File: src/rtl/mem_word_bridge.sv
// ---------------------------------------------------------------------------
// mem_word_bridge
//
// Converts 32-bit word read/write requests into four sequential byte
// accesses on an 8-bit memory. The memory presents read data on the falling
// edge for the address of the current cycle, so each byte is captured on the
// following rising edge. Each access takes 4 byte cycles plus a one-cycle
// DONE state. DONE drives the resp_valid pulse.
//
// Parameters
//   BIG_ENDIAN    : 0 -> byte at base+0 is word bits [7:0]
//                   1 -> byte at base+0 is word bits [31:24]
//   RAM_ADDR_BITS : byte address width; addresses wrap modulo 2^RAM_ADDR_BITS
//
// Ports
//   clk, reset        : clock, synchronous active-high reset
//   req_valid/ready   : request handshake (accepted when both high)
//   req_write         : 1 = word write, 0 = word read
//   req_addr          : byte base address (no alignment needed)
//   req_wdata         : write word
//   resp_valid        : one-cycle completion pulse
//   resp_rdata        : assembled read word (holds across writes)
//   mem_adr           : byte address to memory
//   mem_memwrite      : byte write strobe
//   mem_writedata     : byte to write
//   mem_memdata       : byte read from memory
// ---------------------------------------------------------------------------
module mem_word_bridge #(
  parameter int BIG_ENDIAN    = 0,
  parameter int RAM_ADDR_BITS = 8
) (
  input  logic                     clk,
  input  logic                     reset,
  input  logic                     req_valid,
  output logic                     req_ready,
  input  logic                     req_write,
  input  logic [RAM_ADDR_BITS-1:0] req_addr,
  input  logic [31:0]              req_wdata,
  output logic                     resp_valid,
  output logic [31:0]              resp_rdata,
  output logic [RAM_ADDR_BITS-1:0] mem_adr,
  output logic                     mem_memwrite,
  output logic [7:0]               mem_writedata,
  input  logic [7:0]               mem_memdata
);

  localparam logic [1:0] IDLE  = 2'd0;
  localparam logic [1:0] READ  = 2'd1;
  localparam logic [1:0] WRITE = 2'd2;
  localparam logic [1:0] DONE  = 2'd3;

  logic [1:0]               state_q, state_d;
  logic [1:0]               cnt_q, cnt_d;
  logic [31:0]              wdata_q, wdata_d;
  logic [RAM_ADDR_BITS-1:0] adr_q, adr_d;
  logic                     memwrite_q, memwrite_d;
  logic [7:0]               wbyte_q, wbyte_d;
  logic [31:0]              rdata_q, rdata_d;

  // Word lane that holds memory byte k.
  function automatic logic [1:0] lane(input logic [1:0] k);
    return (BIG_ENDIAN != 0) ? (2'd3 - k) : k;
  endfunction

  // Byte k of the latched write word, in memory order.
  logic [7:0] wbytes [4];
  genvar gi;
  generate
    for (gi = 0; gi < 4; gi++) begin : g_wbytes
      assign wbytes[gi] = wdata_q[{lane(2'(gi)), 3'b000} +: 8];
    end
  endgenerate

  // Reset is folded in so no request can be accepted on a reset edge.
  assign req_ready     = (state_q == IDLE) && !reset;
  assign resp_valid    = (state_q == DONE);
  assign resp_rdata    = rdata_q;
  assign mem_adr       = adr_q;
  assign mem_memwrite  = memwrite_q;
  assign mem_writedata = wbyte_q;

  always_comb begin
    state_d    = state_q;
    cnt_d      = cnt_q;
    wdata_d    = wdata_q;
    adr_d      = adr_q;
    memwrite_d = memwrite_q;
    wbyte_d    = wbyte_q;
    rdata_d    = rdata_q;
    case (state_q)
      IDLE: begin
        if (req_valid && req_ready) begin
          adr_d   = req_addr;
          cnt_d   = 2'd0;
          wdata_d = req_wdata;
          if (req_write) begin
            state_d    = WRITE;
            memwrite_d = 1'b1;
            // First byte must be on the bus during C1, so take it straight
            // from the request rather than from the latched copy.
            wbyte_d    = (BIG_ENDIAN != 0) ? req_wdata[31:24] : req_wdata[7:0];
          end else begin
            state_d = READ;
          end
        end
      end
      READ: begin
        rdata_d[{lane(cnt_q), 3'b000} +: 8] = mem_memdata;
        if (cnt_q == 2'd3) begin
          state_d = DONE;
        end else begin
          cnt_d = cnt_q + 2'd1;
          adr_d = adr_q + RAM_ADDR_BITS'(1);
        end
      end
      WRITE: begin
        if (cnt_q == 2'd3) begin
          state_d    = DONE;
          memwrite_d = 1'b0;
        end else begin
          cnt_d   = cnt_q + 2'd1;
          adr_d   = adr_q + RAM_ADDR_BITS'(1);
          wbyte_d = wbytes[cnt_q + 2'd1];
        end
      end
      DONE: begin
        state_d = IDLE;
      end
      default: begin
        state_d = IDLE;
      end
    endcase
  end

  always_ff @(posedge clk) begin
    if (reset) begin
      state_q    <= IDLE;
      cnt_q      <= 2'd0;
      wdata_q    <= 32'd0;
      adr_q      <= '0;
      memwrite_q <= 1'b0;
      wbyte_q    <= 8'd0;
      rdata_q    <= 32'd0;
    end else begin
      state_q    <= state_d;
      cnt_q      <= cnt_d;
      wdata_q    <= wdata_d;
      adr_q      <= adr_d;
      memwrite_q <= memwrite_d;
      wbyte_q    <= wbyte_d;
      rdata_q    <= rdata_d;
    end
  end

endmodule
File: config.mk
export PLATFORM = sky130hd
export DESIGN_NAME = mem_word_bridge
export DESIGN_NICKNAME = d
export VERILOG_FILES = /design/src/rtl/mem_word_bridge.sv
export SDC_FILE = /design/constraint.sdc
export NUM_CORES = 1
export LEC_CHECK = 0
export BUFFER_PORTS_ARGS = -buffer_cell sky130_fd_sc_hd__buf_2
export CAP_MARGIN = 10
export CORE_MARGIN = 10
export CORE_UTILIZATION = 52
export DETAILED_ROUTE_END_ITERATION = 10
export PLACE_DENSITY = 0.78
export SLEW_MARGIN = 25
export SYNTH_ARGS = -nofsm -noshare
export SYNTH_HDL_FRONTEND = slang
export SYNTH_SLANG_ARGS = --single-unit
File: constraint.sdc
create_clock -name clk -period 2.7 [get_ports clk]
set_input_delay 0.81 -clock clk [delete_from_list [all_inputs] [get_ports clk]]
set_output_delay 0.81 -clock clk [all_outputs]
set_load 0.01 [all_outputs]
==> impl_results.md, run 1 <==
* Status: finished clean
* CTS Hold Bufs at 0
* Final setup fails at 0
* Syn_nets at 479
* Worst-path cell with the longest stage delay: ha_1
* Post-Route WL at 9.76 mm
* Vias per Instance at 5.44
* R2R depth at 6
* FF-to-FF setup slack at 610 ps
* Fin. Hold Viols at 0
* Core Region at 7180 sq um
* Period utilization at 0.886
* Vias in the first global route at 3,289
* CTS tree: yes
* Slew Limit Fails at 0
* Io pins at 103
* Initial Util at 0.527
* Worst Tran Pin Value at 770 ps
* WL/cell at 15.8 um
* Routed Antenna Nets at 0
* Largest net degree at the start of global routing at 59
* Warning count from the yosys run at 0
* Layout cell share with drive strength beyond 1 at 0.277
* Unrepaired setup endpoints after global routing: no
* #FFs+latches synth at 85
* DRC viols at 0
* CP max FO at 14
* Critical path's top delay family: adder cells
* Final GP Congestion at 0.818
* Yosys top cell area share at 0.450
* Avg Inst Size Synth at 9.10 sq um
* Highest clock rate at 418 MHz
* Via count at 3,353
* Clock Path Buffers at 2
* Reg2reg start: state_q[0]$_SDFFE_PP0P_
* Kind of critical path: register to output pin
* Final nets at 575
* Max_cap viols at 0
* Netlist Area Pre-Place at 3780 sq um
* Cts bufs inserted at 9
* Remaining Overflow, GRT at 0
* Hold path depth at 2
* Setup TNS Final at 0 ps
* Initial DRC count at 175
* Layout area overhead at 20.2%
* Clk_skew at 8.34 ps
* CP bufs+invs at 2
* Die Ht at 105 um
* Final worst setup slack at 309 ps
* First drt pass iteration count at 5
* N_diodes at 0
* Crit start category: register
* Crit end category: output pin
* Die area at 11,100 sq um
* Critical-path cell list: inv_1 > ha_1 > nor2b_1 > buf_2
* Worst vdd ir at 0.000480 V
* Clock root cell: clkbuf_8
* Seq/Total Area, Yosys at 0.450
* Reg2reg end: mem_writedata[1]$_SDFFE_PP0P_
* H-Tree Depth at 3
* Detailed Place HPWL at 7.09 mm
* Leak at 2.02 nW
* Row Count at 31
* Clock-pin slew on the worst setup and hold paths at 80 ps
* Worst hold-check path type: register to register
* IO buf count at 102
* Worst setup path start: state_q[0]$_SDFFE_PP0P_
* CTS resizes at 0
* Count of cell types in the netlist at 40
* Cells after synthesis at 416
* Critical Path End: req_ready
* Die Width at 105 um
* Post-CTS Setup Repair Bufs at 0
* All-Layer GR Usage at 0.173
* Initial antenna violation count at 0
* Tmin final at 2390 ps
* CTS sink count at 85
* Critical path data arrival time at 1580 ps
* Relative slew slack at 0.485
* Largest area contributor in the netlist: dfxtp_1
* Top cells by area, synth: dfxtp_1 45%, nand2_1 7.7%, a22oi_1 6.7%
* WP depth at 4
* Pre-CTS setup slack at 507 ps
* Data required, critical path at 1890 ps
* First-pass GRT wire length at 16.0 mm
* Worst path max stage delay at 470 ps
* Power Density at 971 nW/um^2
* Clk_lat worst skew at 360 ps
==> worst min path at each step <==
stage                              from                        to  slack (ps)
2_1_floorplan  wdata_q[24]$_SDFFE_PP0P_  wdata_q[24]$_SDFFE_PP0P_         450
5_1_grt        wdata_q[29]$_SDFFE_PP0P_  wdata_q[29]$_SDFFE_PP0P_         500
3_3_place_gp    wdata_q[4]$_SDFFE_PP0P_   wdata_q[4]$_SDFFE_PP0P_         460
6_report       wdata_q[22]$_SDFFE_PP0P_  wdata_q[22]$_SDFFE_PP0P_         470
4_1_cts        wdata_q[22]$_SDFFE_PP0P_  wdata_q[22]$_SDFFE_PP0P_         470
3_5_place_dp    wdata_q[6]$_SDFFE_PP0P_   wdata_q[6]$_SDFFE_PP0P_         460
==> kinds of logic after synthesis <==
group / count (synthesis) / share of synthesized area
muxes: 17 / 0.0714
buffers and inverters: 31 / 0.0400
AOI/OAI and AO/OA: 75 / 0.138
adders and majority gates: 11 / 0.0364
and+or+nand+nor: 197 / 0.265
DFF: 85 / 0.450
==> synthesized netlist by cell type (all sizes together) <==
library cell  instances
nor4                  6
nand2b                6
inv                   6
mux4                  8
nor3b                 1
o21a                  3
nand3b               33
nand3                 4
clkbuf               14
nor4b                 1
a22o                  1
ha                   11
a311oi                1
and2                  4
a211oi               10
nand4                 1
buf                  11
or2                   1
a21oi                12
o2bb2ai               1
mux2i                 9
dfxtp                85
nand2                79
a31oi                 1
a22oi                34
nor3                  7
o21ai                11
a21boi                1
nor2                 44
nor2b                 9
and3                  1
==> layout by cell type, fill, tap and decap left out, types with 9 or more instances in the layout <==
cell and instances:
nor2b_1 9, a22oi_1 34, mux2i_1 9, nand2_1 78, nand3b_1 32, buf_2 102
dfxtp_1 85, a21oi_1 12, o21ai_0 11, nor2_1 44, clkbuf_8 9, ha_1 11
a211oi_1 9
==> registers in the layout, summed over array words and instances (netlist names) <==
register / cells
cnt_q: 2
mem_adr: 8
mem_memwrite: 1
mem_writedata: 8
resp_rdata: 32
state_q: 2
wdata_q: 32
==> cell type report <==
cell class                      count  area [sq um]
Clock inverter                      7          75.1
Sequential cell                    85          1700
Timing Repair Buffer              110           571
Fill cell                         646          2630
Inverter                            6          22.5
Clock buffer                        9           124
Multi-Input combinational cell    300          1930
Tap cell                           99           124
==> per-layer routing <==
layer / track usage / up-vias / wire length, um
met5: 0 / - / 0
met4: 0.0539 / 0 / 93
met3: 0.0706 / 8 / 755
met2: 0.265 / 98 / 4600
met1: 0.217 / 1596 / 4310
li1: - / 1651 / -
==> per-stage QoR <==
stage	cell area (sq um)	hold WS, ps	cells	power [mW]	utilization
floorplan	3780	446	416	3.04	-
global placement	4350	457	600	3.47	0.606
detailed placement	4350	460	600	3.53	0.606
CTS	4550	475	616	4.44	0.634
global route	4550	498	616	4.73	0.634
finish	4550	473	616	4.42	0.634
==> power breakdown <==
part           switching, mW  internal, mW
logic                   1.08         0.745
clock network          0.478         0.430
registers              0.168          1.51
==> worst register-to-register path, delay by kind of cell (launching register included) <==
kind / cells / cell delay, ps
DFF: 1 / 350
buffers and inverters: 1 / 90
adders and majority gates: 1 / 520
and+or+nand+nor: 2 / 250
AOI/OAI and AO/OA: 2 / 790
Power figures use the tool's default switching activity.
==> run 2: changes to the inputs <==
Settings changed: ABC_AREA set to 1, CORE_UTILIZATION 52 to 53, PLACE_DENSITY 0.78 to 0.79.
==> run 2 against run 1 <==
Net effect:
- final cell count rose by 23%
- critical path depth rose by 1
- via count rose by 17%
- sequential share of layout area fell by 1.0 points
- sequential power barely moved
- die area rose by 1.4%
- routed wire length rose by 6.6%
- global-route usage rose by 1.3 points
- first-iteration DRC count rose by 65%
- critical path type unchanged
- largest cell class unchanged
- largest power group is now registers
==> impl_results.md, run 2 <==
* Cells after synthesis at 564
* N_diodes at 0
* Remaining Overflow, GRT at 0
* WHS Endpoint: resp_rdata[28]$_SDFFE_PP0P_
* Kind of critical path: register to output pin
* Slew Limit Fails at 0
* First-pass GRT wire length at 17.7 mm
* Die Ht at 106 um
* Status: finished clean
* DRC viols at 0
* Comb pwr share at 0.357
* CP max FO at 9
* Count of flip-flops with a built-in enable after synthesis at 0
* All-Layer GR Usage at 0.186
* Highest clock rate at 410 MHz
* Data required, critical path at 1890 ps
* Reg2reg start: cnt_q[1]$_SDFFE_PP0P_
* Clock-pin slew on the worst setup and hold paths at 80 ps
* First drt pass iteration count at 5
* Clk_skew at 5.36 ps
* Hold path depth at 2
* R2R depth at 6
* Int Pwr at 2.55 mW
* Critical-path cell list: inv_1 > ha_1 > inv_1 > nor2_1 > buf_2
* Die area at 11,200 sq um
* Syn_nets at 627
* Critical path data arrival time at 1630 ps
* Overall power at 4.08 mW
* Clk_lat worst skew at 350 ps
* Post-CTS Setup Repair Bufs at 0
* IO buf count at 102
* Period utilization at 0.904
* Core Util, Final at 0.648
* Reg2reg end: resp_rdata[13]$_SDFFE_PP0P_
* Warning count from the yosys run at 0
* Seq/Total Area, Yosys at 0.434
* Multiplexer area fraction after synthesis at 0
* Tmin final at 2440 ps
* Leak at 2.23 nW
* Sequential share of power at 0.407
* Sw Pwr at 1.53 mW
* Vias in the first global route at 3,965
* #FFs+latches synth at 85
* Commonest non-fill, non-tap cell in the layout: nand2_1
* Setup TNS Final at 0 ps
* Fin. Hold Viols at 0
* Final nets at 717
* Top cells by area, synth: dfxtp_1 43%, nand2_1 18%, nand3_1 8.3%
* Power Density at 873 nW/um^2
* Initial antenna violation count at 0
* Initial DRC count at 288
* Xor/xnor share of the synthesized area at 0
* CTS tree: yes
* Hold wc startpoint: resp_rdata[28]$_SDFFE_PP0P_
* Relative slew slack at 0.532
* Pre-CTS setup slack at 531 ps
* Final worst setup slack at 260 ps
* Post-Route WL at 10.4 mm
* Layout area overhead at 19.2%
* Prevailing post-synth register cell: dfxtp_1
* Largest net degree at the start of global routing at 48
* Worst Tran Pin Value at 701 ps
* Clock root cell: clkbuf_8
* Crit end category: output pin
* Avg Inst Size Synth at 6.96 sq um
* Worst hold-check path type: register to register
* Most common cell in the synthesized netlist: nand2_1
* Critical path's top delay family: buffers and inverters
* Final setup fails at 0
* Worst path max stage delay at 400 ps
* FF-to-FF setup slack at 500 ps
* H-Tree Depth at 3
* Netlist Area Pre-Place at 3920 sq um
* Routed Antenna Nets at 0
* Row Count at 31
* Worst vdd ir at 0.000326 V
* Max_cap viols at 0
* Clock Path Buffers at 2
* Compound-gate portion of the synthesized area at 0.105
* Largest area contributor in the netlist: dfxtp_1
* Sw Share at 0.375
* Main combinational cell family by area after synthesis: simple AND/OR/NAND/NOR gates
* Yosys top cell area share at 0.434
* Simple-Gate Fraction of Synth Area at 0.344
* WL/cell at 13.7 um
* Layout cell share with drive strength beyond 1 at 0.205
* Vias per Instance at 5.17
* Unrepaired setup endpoints after global routing: no
* Worst-path cell with the longest stage delay: ha_1
* Crit path top cell by count: inv_1
* Detailed Place HPWL at 7.56 mm
* Crit start category: register
* Fraction of registers with async set/reset at 0
* Io pins at 103
* Synthesized-area fraction occupied by adder cells at 0.0351
* Initial Util at 0.544
* Cts bufs inserted at 9
* Count of cell types in the netlist at 27
* Core Region at 7210 sq um
* Final GP Congestion at 0.882
* Die Width at 106 um
* CTS Hold Bufs at 0
* Synth top cells by count: 190 x nand2_1, 85 x dfxtp_1, 65 x nand3_1, 45 x a21oi_1, 44 x inv_1
* Most frequent cells in the layout: 190 x nand2_1, 102 x buf_2, 85 x dfxtp_1
* CTS sink count at 85
* CP bufs+invs at 3
* Via count at 3,913
* Clock power share at 0.235
* CTS resizes at 0
[run 2: cell type report]
type,count,area (sq um)
Inverter,46,173
Tap cell,99,124
Multi-Input combinational cell,403,1900
Clock inverter,4,72.6
Clock buffer,11,141
Fill cell,696,2540
Sequential cell,85,1700
Timing Repair Buffer,109,563
[run 2: cells by family (layout without fill, tap and decap cells)]
| group | Yosys count | in the layout |
|---|---|---|
| adders and majority gates | 11 | 11 |
| and+or+nand+nor | 313 | 313 |
| DFF | 85 | 85 |
| buffers and inverters | 76 | 170 |
| AOI/OAI and AO/OA | 79 | 79 |
[run 2: worst min-delay path, stage by stage, from the launching register on]
cell and delay, ps:
dfxtp_1 310, nand2_1 60, a21oi_1 60
[run 2: routing by layer]
metal / track usage / vias up / part of all wire / wire length [um]
met5: 0 / - / 0 / 0
met4: 0.0725 / 0 / 0.020 / 206
met2: 0.314 / 158 / 0.48 / 4990
met1: 0.211 / 1754 / 0.42 / 4370
met3: 0.0640 / 19 / 0.081 / 840
li1: - / 1982 / - / -
[run 2: per-stage QoR]
| stage | hold slack (ps) | instances | area (sq um) |
|---|---|---|---|
| after floorplan | 445 | 564 | 3920 |
| after global placement | 449 | 742 | 4460 |
| after detailed placement | 454 | 742 | 4460 |
| after CTS | 466 | 757 | 4680 |
| after global routing | 481 | 757 | 4680 |
| final | 464 | 757 | 4680 |
[run 2: worst max-delay path by stage]
stage	from	endpoint	slack (ps)	depth (start not counted)
after global placement	reset	req_ready	550	3
after floorplan	reset	req_ready	710	2
after CTS	state_q[1]$_SDFFE_PP0P_	req_ready	270	5
after global routing	state_q[1]$_SDFFE_PP0P_	req_ready	130	5
final	state_q[1]$_SDFFE_PP0P_	req_ready	260	5
after detailed placement	cnt_q[1]$_SDFFE_PP0P_	resp_rdata[13]$_SDFFE_PP0P_	530	6
[run 2: power by group through the flow]
stage | clock (mW) | combinational [mW] | sequential (mW)
2_1_floorplan | 0 | 1.01 | 1.72
3_3_place_gp | 0 | 1.44 | 1.68
3_5_place_dp | 0 | 1.46 | 1.69
4_1_cts | 0.985 | 1.47 | 1.66
5_1_grt | 1.04 | 1.67 | 1.69
6_report | 0.962 | 1.46 | 1.66
